**src/rtl/vec_reg_ctrl.sv**
```systemverilog
// Single-issue controller that steers register-bank read/write ports around an external execution unit.
// Optional EXEC watchdog is built when VEC_REG_CTRL_TIMEOUT_EN is defined; otherwise err_timeout is tied low.
module vec_reg_ctrl #(
    parameter int unsigned TIMEOUT_CYCLES = 255
) (
    input  logic       clk,
    input  logic       rst_n,
    input  logic       instr_valid,
    output logic       instr_ready,
    input  logic [1:0] instr_op,
    input  logic [3:0] instr_rd,
    input  logic [3:0] instr_rs1,
    input  logic [3:0] instr_rs2,
    output logic [3:0] out_sel_a,
    output logic [3:0] out_sel_b,
    output logic       out_en_a,
    output logic       out_en_b,
    output logic [3:0] in_sel,
    output logic       write,
    output logic       exec_start,
    input  logic       exec_done,
    output logic       busy,
    output logic       err_timeout
);

    localparam logic [1:0] OP_BIN  = 2'b00;
    localparam logic [1:0] OP_READ = 2'b10;
    localparam logic [1:0] OP_LOAD = 2'b11;

    if (TIMEOUT_CYCLES < 1 || TIMEOUT_CYCLES > 255) begin : g_bad_timeout
        $error("vec_reg_ctrl: TIMEOUT_CYCLES must be in 1..255");
    end

    typedef enum logic [1:0] {
        IDLE  = 2'd0,
        ISSUE = 2'd1,
        EXEC  = 2'd2,
        WB    = 2'd3
    } state_t;

    state_t     state_q, state_d;
    logic [1:0] op_q, op_d;
    logic [3:0] rd_q, rd_d;
    logic [3:0] rs1_q, rs1_d;
    logic [3:0] rs2_q, rs2_d;

    logic       ready_q, busy_q, start_q, write_q;
    logic       en_a_q, en_b_q;
    logic [3:0] sel_a_q, sel_b_q;

    logic       active_d, use_a_d, use_b_d;

`ifdef VEC_REG_CTRL_TIMEOUT_EN
    localparam logic [7:0] LAST_COUNT = 8'(TIMEOUT_CYCLES - 1);
    logic [7:0] cnt_q, cnt_d;
    logic       err_q, err_d;
`endif

    always_comb begin
        state_d = state_q;
        op_d    = op_q;
        rd_d    = rd_q;
        rs1_d   = rs1_q;
        rs2_d   = rs2_q;
`ifdef VEC_REG_CTRL_TIMEOUT_EN
        cnt_d   = cnt_q;
        err_d   = err_q;
`endif
        case (state_q)
            IDLE: begin
                if (instr_valid && ready_q) begin
                    op_d    = instr_op;
                    rd_d    = instr_rd;
                    rs1_d   = instr_rs1;
                    rs2_d   = instr_rs2;
                    state_d = ISSUE;
                end
            end
            ISSUE: begin
                state_d = EXEC;
`ifdef VEC_REG_CTRL_TIMEOUT_EN
                cnt_d   = 8'd0;
`endif
            end
            EXEC: begin
                // Completion wins over the watchdog when both land on the same cycle.
                if (exec_done) begin
                    state_d = (op_q == OP_READ) ? IDLE : WB;
                end
`ifdef VEC_REG_CTRL_TIMEOUT_EN
                else if (cnt_q == LAST_COUNT) begin
                    state_d = IDLE;
                    err_d   = 1'b1;
                end else begin
                    cnt_d = cnt_q + 8'd1;
                end
`endif
            end
            WB:      state_d = IDLE;
            default: state_d = IDLE;
        endcase
    end

    assign active_d = (state_d != IDLE);
    assign use_a_d  = active_d && (op_d != OP_LOAD);
    assign use_b_d  = active_d && (op_d == OP_BIN);

    // Outputs are registered from the next-state view so they line up with the state they describe.
    always_ff @(posedge clk) begin
        if (!rst_n) begin
            state_q <= IDLE;
            op_q    <= OP_BIN;
            rd_q    <= 4'd0;
            rs1_q   <= 4'd0;
            rs2_q   <= 4'd0;
            ready_q <= 1'b0;
            busy_q  <= 1'b0;
            start_q <= 1'b0;
            write_q <= 1'b0;
            en_a_q  <= 1'b0;
            en_b_q  <= 1'b0;
            sel_a_q <= 4'd0;
            sel_b_q <= 4'd0;
`ifdef VEC_REG_CTRL_TIMEOUT_EN
            cnt_q   <= 8'd0;
            err_q   <= 1'b0;
`endif
        end else begin
            state_q <= state_d;
            op_q    <= op_d;
            rd_q    <= rd_d;
            rs1_q   <= rs1_d;
            rs2_q   <= rs2_d;
            ready_q <= (state_d == IDLE);
            busy_q  <= active_d;
            start_q <= (state_d == ISSUE);
            write_q <= (state_d == WB);
            en_a_q  <= use_a_d;
            en_b_q  <= use_b_d;
            sel_a_q <= use_a_d ? rs1_d : 4'd0;
            sel_b_q <= use_b_d ? rs2_d : 4'd0;
`ifdef VEC_REG_CTRL_TIMEOUT_EN
            cnt_q   <= cnt_d;
            err_q   <= err_d;
`endif
        end
    end

    assign instr_ready = ready_q;
    assign busy        = busy_q;
    assign exec_start  = start_q;
    assign write       = write_q;
    assign in_sel      = rd_q;
    assign out_en_a    = en_a_q;
    assign out_en_b    = en_b_q;
    assign out_sel_a   = sel_a_q;
    assign out_sel_b   = sel_b_q;
`ifdef VEC_REG_CTRL_TIMEOUT_EN
    assign err_timeout = err_q;
`else
    assign err_timeout = 1'b0;
`endif

endmodule

```
**config.mk**
```make
export PLATFORM = sky130hd
export DESIGN_NAME = vec_reg_ctrl
export DESIGN_NICKNAME = d
export VERILOG_FILES = /design/src/rtl/vec_reg_ctrl.sv
export SDC_FILE = /design/constraint.sdc
export NUM_CORES = 1
export LEC_CHECK = 0
export ABC_AREA = 1
export CAP_MARGIN = 25
export CORE_MARGIN = 4
export CORE_UTILIZATION = 29
export DETAILED_ROUTE_END_ITERATION = 10
export PLACE_DENSITY = 0.52
export SYNTH_ARGS = -nofsm -noshare
export SYNTH_HDL_FRONTEND = slang
export SYNTH_SLANG_ARGS = --single-unit
```
**constraint.sdc**
```tcl
create_clock -name clk -period 1.6 [get_ports clk]
set_input_delay 0.32 -clock clk [delete_from_list [all_inputs] [get_ports clk]]
set_output_delay 0.32 -clock clk [all_outputs]
set_load 0.005 [all_outputs]
```
# Word level (Yosys, flattened, before mapping)

Index checks and enable logic that the tools add are counted.
Widths: inputs -> output; s select.

Output and inout bits: 19
Flip-flop bits (word level): 30
Logic and storage cells: 40

Reductions and logical operators: 10
Equal/unequal tests: 7
Multiplexer cells: 10

Operator list:

| kind               | number |
|---|---|
| $mux 4             | 4 |
| $mux 2             | 5 |
| $eq 2x2->1 const B | 4 |
| $pmux 2 s4         | 1 |
| $logic_not 2->1    | 3 |
| $reduce_and 2->1   | 3 |
| $eq 2x1->1 const B | 2 |
| $logic_and 1x1->1  | 3 |
| $ne 2x2->1 const B | 1 |
| $reduce_bool 2->1  | 1 |

# Longest topological paths before layout

Gate-level depths: netlist of run 1.

Word-level depth: 7
Gate-level depth with buffers: 8
Depth with buffers taken out: 8

# Worst setup path before layout of run 1

OpenSTA, ideal clock, no wires.

Path type: reg2reg
Start point: reg ready_q, in the netlist instr_ready
End point: reg rs1_q[1]
Slack: 441 ps
Clock period less this slack: 1159 ps
Cell stages (with the launch flop): 8
Data arrival time: 1032 ps
Setup time: 128 ps
Cell sequence: dfxtp_1 nand2_1 inv_1 nand2_4 buf_8 or2_0 o21ai_2 nor2_1

Longest elaborated chain between the ends: 3

RTL lines:

| item                   | RTL line | RTL |
|---|---|---|
| start, declared        | 47       | `logic ready_q, busy_q, start_q, write_q;` |
| start signal, assigned | 134      | `ready_q <= (state_d == IDLE);` |
| $logic_and 1x1->1      | 71       | `if (instr_valid && ready_q) begin` |
| $mux 4                 | 71       |  |
| $mux 4                 | 69       | `case (state_q)` |
| end signal, assigned   | 132      | `rs1_q <= rs1_d;` |
| end, declared          | 44       | `logic [3:0] rs1_q, rs1_d;` |

Every way passes these cells.
A chain may end at the register's enable or synchronous reset.

# Final worst setup path of run 1

Start point: reg rd_q[0], in the netlist in_sel[0]
End point: out in_sel[0]

RTL lines:

| item                   | RTL line | RTL |
|---|---|---|
| start, declared        | 43       | `logic [3:0] rd_q, rd_d;` |
| start signal, assigned | 131      | `rd_q <= rd_d;` |
| end, declared          | 18       | `output logic [3:0] in_sel,` |

No word-level cell between the ends.

==> results of run 1 <==
## synth_stat cells, types with 2 or more instances
cell type   n  area (sq um)
dfxtp_1    30           601
nor2_1     27           101
nand2_1    14          52.6
inv_1      12          45.0
nand3_1     5          25.0
o21ai_1     5          25.0
nor3_1      4          20.0
o21ai_0     4          20.0
nand2_2     3          18.8
o21ai_2     3          26.3
or2_0       3          18.8
a21oi_1     2          10.0
nand2_4     2          22.5
## power breakdown
part	switching, W	internal [W]
logic	0.000161	0.000170
clock network	0.000273	0.000664
registers	0.0000248	0.000810
## registers in the layout (all words and copies together), names as in the netlist
register	flops
out_en_a	1
rs1_q	4
op_q	2
in_sel	4
out_en_b	1
state_q	2
instr_ready	1
write	1
out_sel_a	4
rs2_q	4
exec_start	1
busy	1
out_sel_b	4
## how the worst min path moves through the flow
stage,endpoint,cells after the start,slack (ps),start
floorplan,busy$_SDFF_PN0_,2,430,rst_n
global placement,in_sel[1]$_SDFFE_PN0P_,2,460,in_sel[1]$_SDFFE_PN0P_
detailed placement,in_sel[2]$_SDFFE_PN0P_,2,470,in_sel[2]$_SDFFE_PN0P_
CTS,in_sel[2]$_SDFFE_PN0P_,2,490,in_sel[2]$_SDFFE_PN0P_
global route,in_sel[2]$_SDFFE_PN0P_,2,530,in_sel[2]$_SDFFE_PN0P_
finish,in_sel[2]$_SDFFE_PN0P_,2,480,in_sel[2]$_SDFFE_PN0P_
## worst min-delay path: stages (launching register included)
cell     delay, ps
dfxtp_1        320
nor2_1          50
nor2_1          80
## through the flow
step | util, % | std cells | TNS, ps | hold WS, ps | worst slack, ps
2_1_floorplan | - | 125 | 0 | 434 | 441
5_1_grt | 47.3 | 216 | 0 | 529 | 90.5
3_3_place_gp | 43.2 | 208 | -172 | 464 | -35.5
3_5_place_dp | 43.2 | 208 | -354 | 472 | -60.1
6_report | 47.3 | 216 | 0 | 482 | 173
4_1_cts | 47.3 | 216 | 0 | 487 | 155
## cells by family after synthesis
group	count (synthesis)
DFF	30
other	1
buffers and inverters	17
and+or+nand+nor	63
AOI/OAI and AO/OA	14
## metal layers
layer | up-vias | track usage [%] | part of all wire, % | routed length (um)
li1 | 475 | - | - | -
met1 | 387 | 11.5 | 41 | 960
met2 | 30 | 18.8 | 48 | 1110
met3 | 6 | 4.70 | 8.4 | 195
met4 | 0 | 6.57 | 2.6 | 60
met5 | - | 0 | 0 | 0
## layout make-up
| type | instances | share of cell area [%] |
|---|---|---|
| Inverter | 13 | 2.97 |
| Timing Repair Buffer | 41 | 24.1 |
| Sequential cell | 30 | 36.6 |
| Clock inverter | 2 | 3.66 |
| Clock buffer | 6 | 5.03 |
| Multi-Input combinational cell | 78 | 24.2 |
| Tap cell | 46 | 3.51 |
==> results.ini, run 1 <==
[synthesis]
async_flop_share_pct = 0
synth_area_per_cell_sq_um = 8.62
synth_edf_count = 0
syn_nets = 143
synth_area_sq_um = 1080
seq_area_frac_synth_pct = 55.7
synth_compound_area_share_pct = 7.55
netlist_instances = 125
synth_xor_area_share_pct = 0
synth_ff_type = dfxtp_1
synth_top_family_by_area = simple AND/OR/NAND/NOR gates
synthAdderAreaFrac_pct = 0
ys_warn_count = 0
ys_ff_latch = 30
synth.distinct_cells = 24
synthSimpleGateAreaFrac_pct = 28.9
synthMuxAreaShare_pct = 0

[clocking]
cts.path.max_buffers = 2
post_cts_buffers = 0
numCtsBuffers = 5
hold_buffers = 0
cts_root_buf = clkbuf_8
cts_tree = built
insertion_delay_ps = 280
numClockSinks = 30
h-tree-depth = 2
path_clk_slew_ps = 60
cts_resized = 0

[route]
post_drt_wl_per_cell_um = 10.8
ant_nets = 0
dr.pass1.iters = 3
wl_mm = 2.33
vias_per_cell = 4.16
drc_errors = 0
vias = 898
drt_first_iter_violations = 15

[final_layout]
regArea_sq_um = 601
drive_gt1_share_pct = 15.9
final_common_cell = clkdlybuf4s50_1
nNetsFinal = 187
multiInputGateArea_sq_um = 397
design_area_sq_um = 1640
area_delta_synth_final_pct = 52.4
num_antenna_cells = 0
final_cell_mix = clkdlybuf4s50_1, dfxtp_1, nor2_1, nand2_1, inv_1
fill_cells = 345

[worst_setup_path]
r2r-start = state_q[0]$_SDFF_PN0_
cp_max_fo = 2
crit_type = flop to output port
cp.depth = 1
crit_family = buffers and inverters
end_kind = output port
r2r-end = out_sel_b[0]$_SDFF_PN0_
crit_chain = clkdlybuf4s50_1
reg2reg_depth = 6
required_ps = 1280
cp_slowest_stage_delay_ps = 500
arrival_ps = 1110
setup.reg_to_reg.worst_slack_ps = 360
crit_path_start_kind = flop
worstSetupStartpoint = in_sel[0]$_SDFFE_PN0P_
path_buf_inv = 1
cp-endpoint = in_sel[0]
cp_slowest_cell = clkdlybuf4s50_1

[grt]
grt-ovfl-total = 0
grtUsageTotal_pct = 11.2
grt_pass1_wl_mm = 3.75
grt_pass1_vias = 859
grt_max_degree = 17
antenna_found_initial = 0

[pwr]
power_w = 0.00210
power.leakage_nw = 0.704
irDropWorstVdd_mv = 0.502
power.density_nw_per_um2 = 1280

[placed_design]
gp_congestion = 0.688
numPortBuffers = 35
dp_hpwl_mm = 1.70
placed_cell_area_sq_um = 1500

[floorplanning]
die_x_um = 69.0
fp-row-count = 21
die_h_um = 69.0
dieArea_sq_um = 4750
core_sq_um = 3470
ios = 37
start_util_pct = 31.1

[run]
cap_violations = 0

[status]
status = complete, no violations

[sta]
post-route-period-util_pct = 89.2
clock.fmax_mhz = 701
finalSetupViolCount = 0
rsz0062_at_grt = no
finalHoldViolations = 0
min_period_ps = 1430
clock_skew_ps = 6.72
final_max_slew_viol_count = 0

[min_path]
holdCritPathClass = flop to flop

No activity file was read; power rests on OpenSTA's default activity.
==> inputs of run 2 (changes only) <==
- PLACE_DENSITY: 0.52 -> default
- PLACE_DENSITY_LB_ADDON: default -> 0.2
==> run 2 against run 1 <==
  * Maximum frequency shrank 0.48%
  * Non-clock buffer count decreased by 1
  * Sequential share of layout area increased by 1.4 points
  * Register-to-register slack hardly changed
  * First-iteration DRC count is 140% higher
  * Die area unchanged
  * Sequential cell count is the same
  * Total power down 18%
  * Critical endpoint is now out_sel_b[3]
==> results.ini, run 2 (synthesis results as in run 1) <==
[route]
drc_errors = 0  ; unchanged
dr.max_layer_used = met4
wl_mm = 2.35  ; +0.77%
vias_per_cell = 4.13  ; -0.75%
wl_met1_mm = 1.03  ; +7.2%
wl_met2_mm = 1.14  ; +2.4%
met3_length_um = 155  ; -21%
drt_first_iter_violations = 36  ; +21
ant_nets = 0  ; unchanged
post_drt_wl_per_cell_um = 11.0  ; +1.7%
vias = 883  ; -1.7%
dr.pass1.iters = 4  ; +1

[final_layout]
area_delta_synth_final_pct = 46.7
design_area_sq_um = 1580  ; -3.7%
multiInputGateArea_sq_um = 397  ; unchanged
drive_gt1_share_pct = 13.7  ; -2.2 points
final_cell_mix = clkdlybuf4s50_1, dfxtp_1, nor2_1, nand2_1, inv_1
instances_no_fill = 214  ; -0.93%
fill_cells = 349  ; +1.2%
num_antenna_cells = 0  ; unchanged
nNetsFinal = 186  ; -0.53%
final_common_cell = clkdlybuf4s50_1
regArea_sq_um = 601  ; unchanged

[floorplanning]
fp-row-count = 21  ; unchanged
dieArea_sq_um = 4750  ; unchanged
core_sq_um = 3470  ; unchanged
die_h_um = 69.0  ; unchanged
die_x_um = 69.0  ; unchanged
ios = 37  ; unchanged
start_util_pct = 31.1  ; unchanged

[pwr]
p_sw_w = 0.000441  ; -3.9%
power_w = 0.00172  ; -18%
clockPowerShare_pct = 32.2  ; -12 points
irDropWorstVdd_mv = 0.393  ; -22%
power.density_nw_per_um2 = 1090  ; -15%
combPwrFrac_pct = 19.3  ; +3.6 points
power_frac_seq_pct = 48.5  ; +8.8 points
netSwitchingFraction_pct = 25.6  ; +3.8 points
internal_power_w = 0.00128  ; -22%
power.leakage_nw = 0.672  ; -4.5%

[placed_design]
dp_hpwl_mm = 1.78  ; +4.8%
post-place-ws_ps = -40.2  ; +19.9 ps
placed_cell_area_sq_um = 1500  ; +0.33%
numPortBuffers = 35  ; unchanged
numPlacedInstances = 207  ; -0.48%
gp_congestion = 0.773  ; +12%

[run]
cap_violations = 0  ; unchanged

[clocking]
insertion_delay_ps = 270  ; about the same
cts_tree = built
numClockSinks = 30  ; unchanged
cts_root_buf = clkbuf_8
cts_resized = 0  ; unchanged
hold_buffers = 0  ; unchanged
cts.path.max_buffers = 2  ; unchanged
path_clk_slew_ps = 60  ; about the same
numCtsBuffers = 5  ; unchanged
post_cts_buffers = 0  ; unchanged
h-tree-depth = 2  ; unchanged

[grt]
grt_pass1_vias = 888  ; +3.4%
grt-ovfl-total = 0  ; unchanged
grt_max_degree = 16  ; -1
grtUsageTotal_pct = 11.6  ; +0.46 points
grt_pass1_wl_mm = 3.83  ; +2.2%
antenna_found_initial = 0  ; unchanged

[worst_setup_path]
arrival_ps = 1110  ; about the same
crit_path_start_kind = flop
cp_max_fo = 1  ; -1
crit_chain = clkdlybuf4s50_1
required_ps = 1280  ; about the same
path_buf_inv = 1  ; unchanged
cp_slowest_cell = clkdlybuf4s50_1
crit_type = flop to output port
end_kind = output port
cp_slowest_stage_delay_ps = 510  ; about the same
crit_family = buffers and inverters

[min_path]
holdCritPathClass = flop to flop

[sta]
setup_ws_ps = 166  ; -6.90 ps
rsz0062_at_grt = no
finalHoldViolations = 0  ; unchanged
whs_ps = 484  ; +2.19 ps
post-route-period-util_pct = 89.6  ; +0.43 points
clock.fmax_mhz = 697  ; -0.48%
clock_skew_ps = 6.49  ; -0.229 ps
min_period_ps = 1430  ; +6.90 ps
final_max_slew_viol_count = 0  ; unchanged
finalSetupViolCount = 0  ; unchanged

[status]
status = complete, no violations

-- run 2: final cells by class --
| type | instances | area share (%) |
|---|---|---|
| Inverter | 13 | 3.09 |
| Timing Repair Buffer | 40 | 25.3 |
| Sequential cell | 30 | 38.0 |
| Clock buffer | 7 | 4.83 |
| Multi-Input combinational cell | 78 | 25.1 |
| Tap cell | 46 | 3.64 |
-- run 2: metal layers --
layer | global-route usage [%] | up-vias
li1 | - | 474
met4 | 8.76 | 0
met3 | 4.54 | 2
met1 | 12.1 | 384
met5 | 0 | -
met2 | 18.8 | 23
-- run 2: path summary, 6_finish.rpt --
check	from	to	slack [ps]	cells past startpoint
setup / recovery	out_sel_b[3]$_SDFF_PN0_	out_sel_b[3]	170	1
hold reg to reg	in_sel[0]$_SDFFE_PN0P_	in_sel[0]$_SDFFE_PN0P_	480	2
setup reg to reg	state_q[0]$_SDFF_PN0_	out_sel_b[2]$_SDFF_PN0_	350	6
hold / removal	in_sel[0]$_SDFFE_PN0P_	in_sel[0]$_SDFFE_PN0P_	480	2
-- run 2: power by group through the flow --
stage          logic, W  registers, W  clock network, W
4_1_cts        0.000340      0.000836          0.000574
5_1_grt        0.000374      0.000841          0.000609
2_1_floorplan  0.000179      0.000852                 0
3_3_place_gp   0.000333      0.000849                 0
3_5_place_dp   0.000338      0.000852                 0
6_report       0.000333      0.000835          0.000554
-- run 2: per-stage QoR --
step           utilization, %  setup TNS, ps
2_1_floorplan               -              0
3_3_place_gp             43.4           -168
3_5_place_dp             43.4           -190
4_1_cts                  45.6              0
5_1_grt                  45.6              0
6_report                 45.6              0
==> inputs of run 3 (changes only) <==
- CTS_CLUSTER_SIZE: default -> 28
==> results of run 3 <==
Final layout, timing and power as in run 2 (identical DEF).
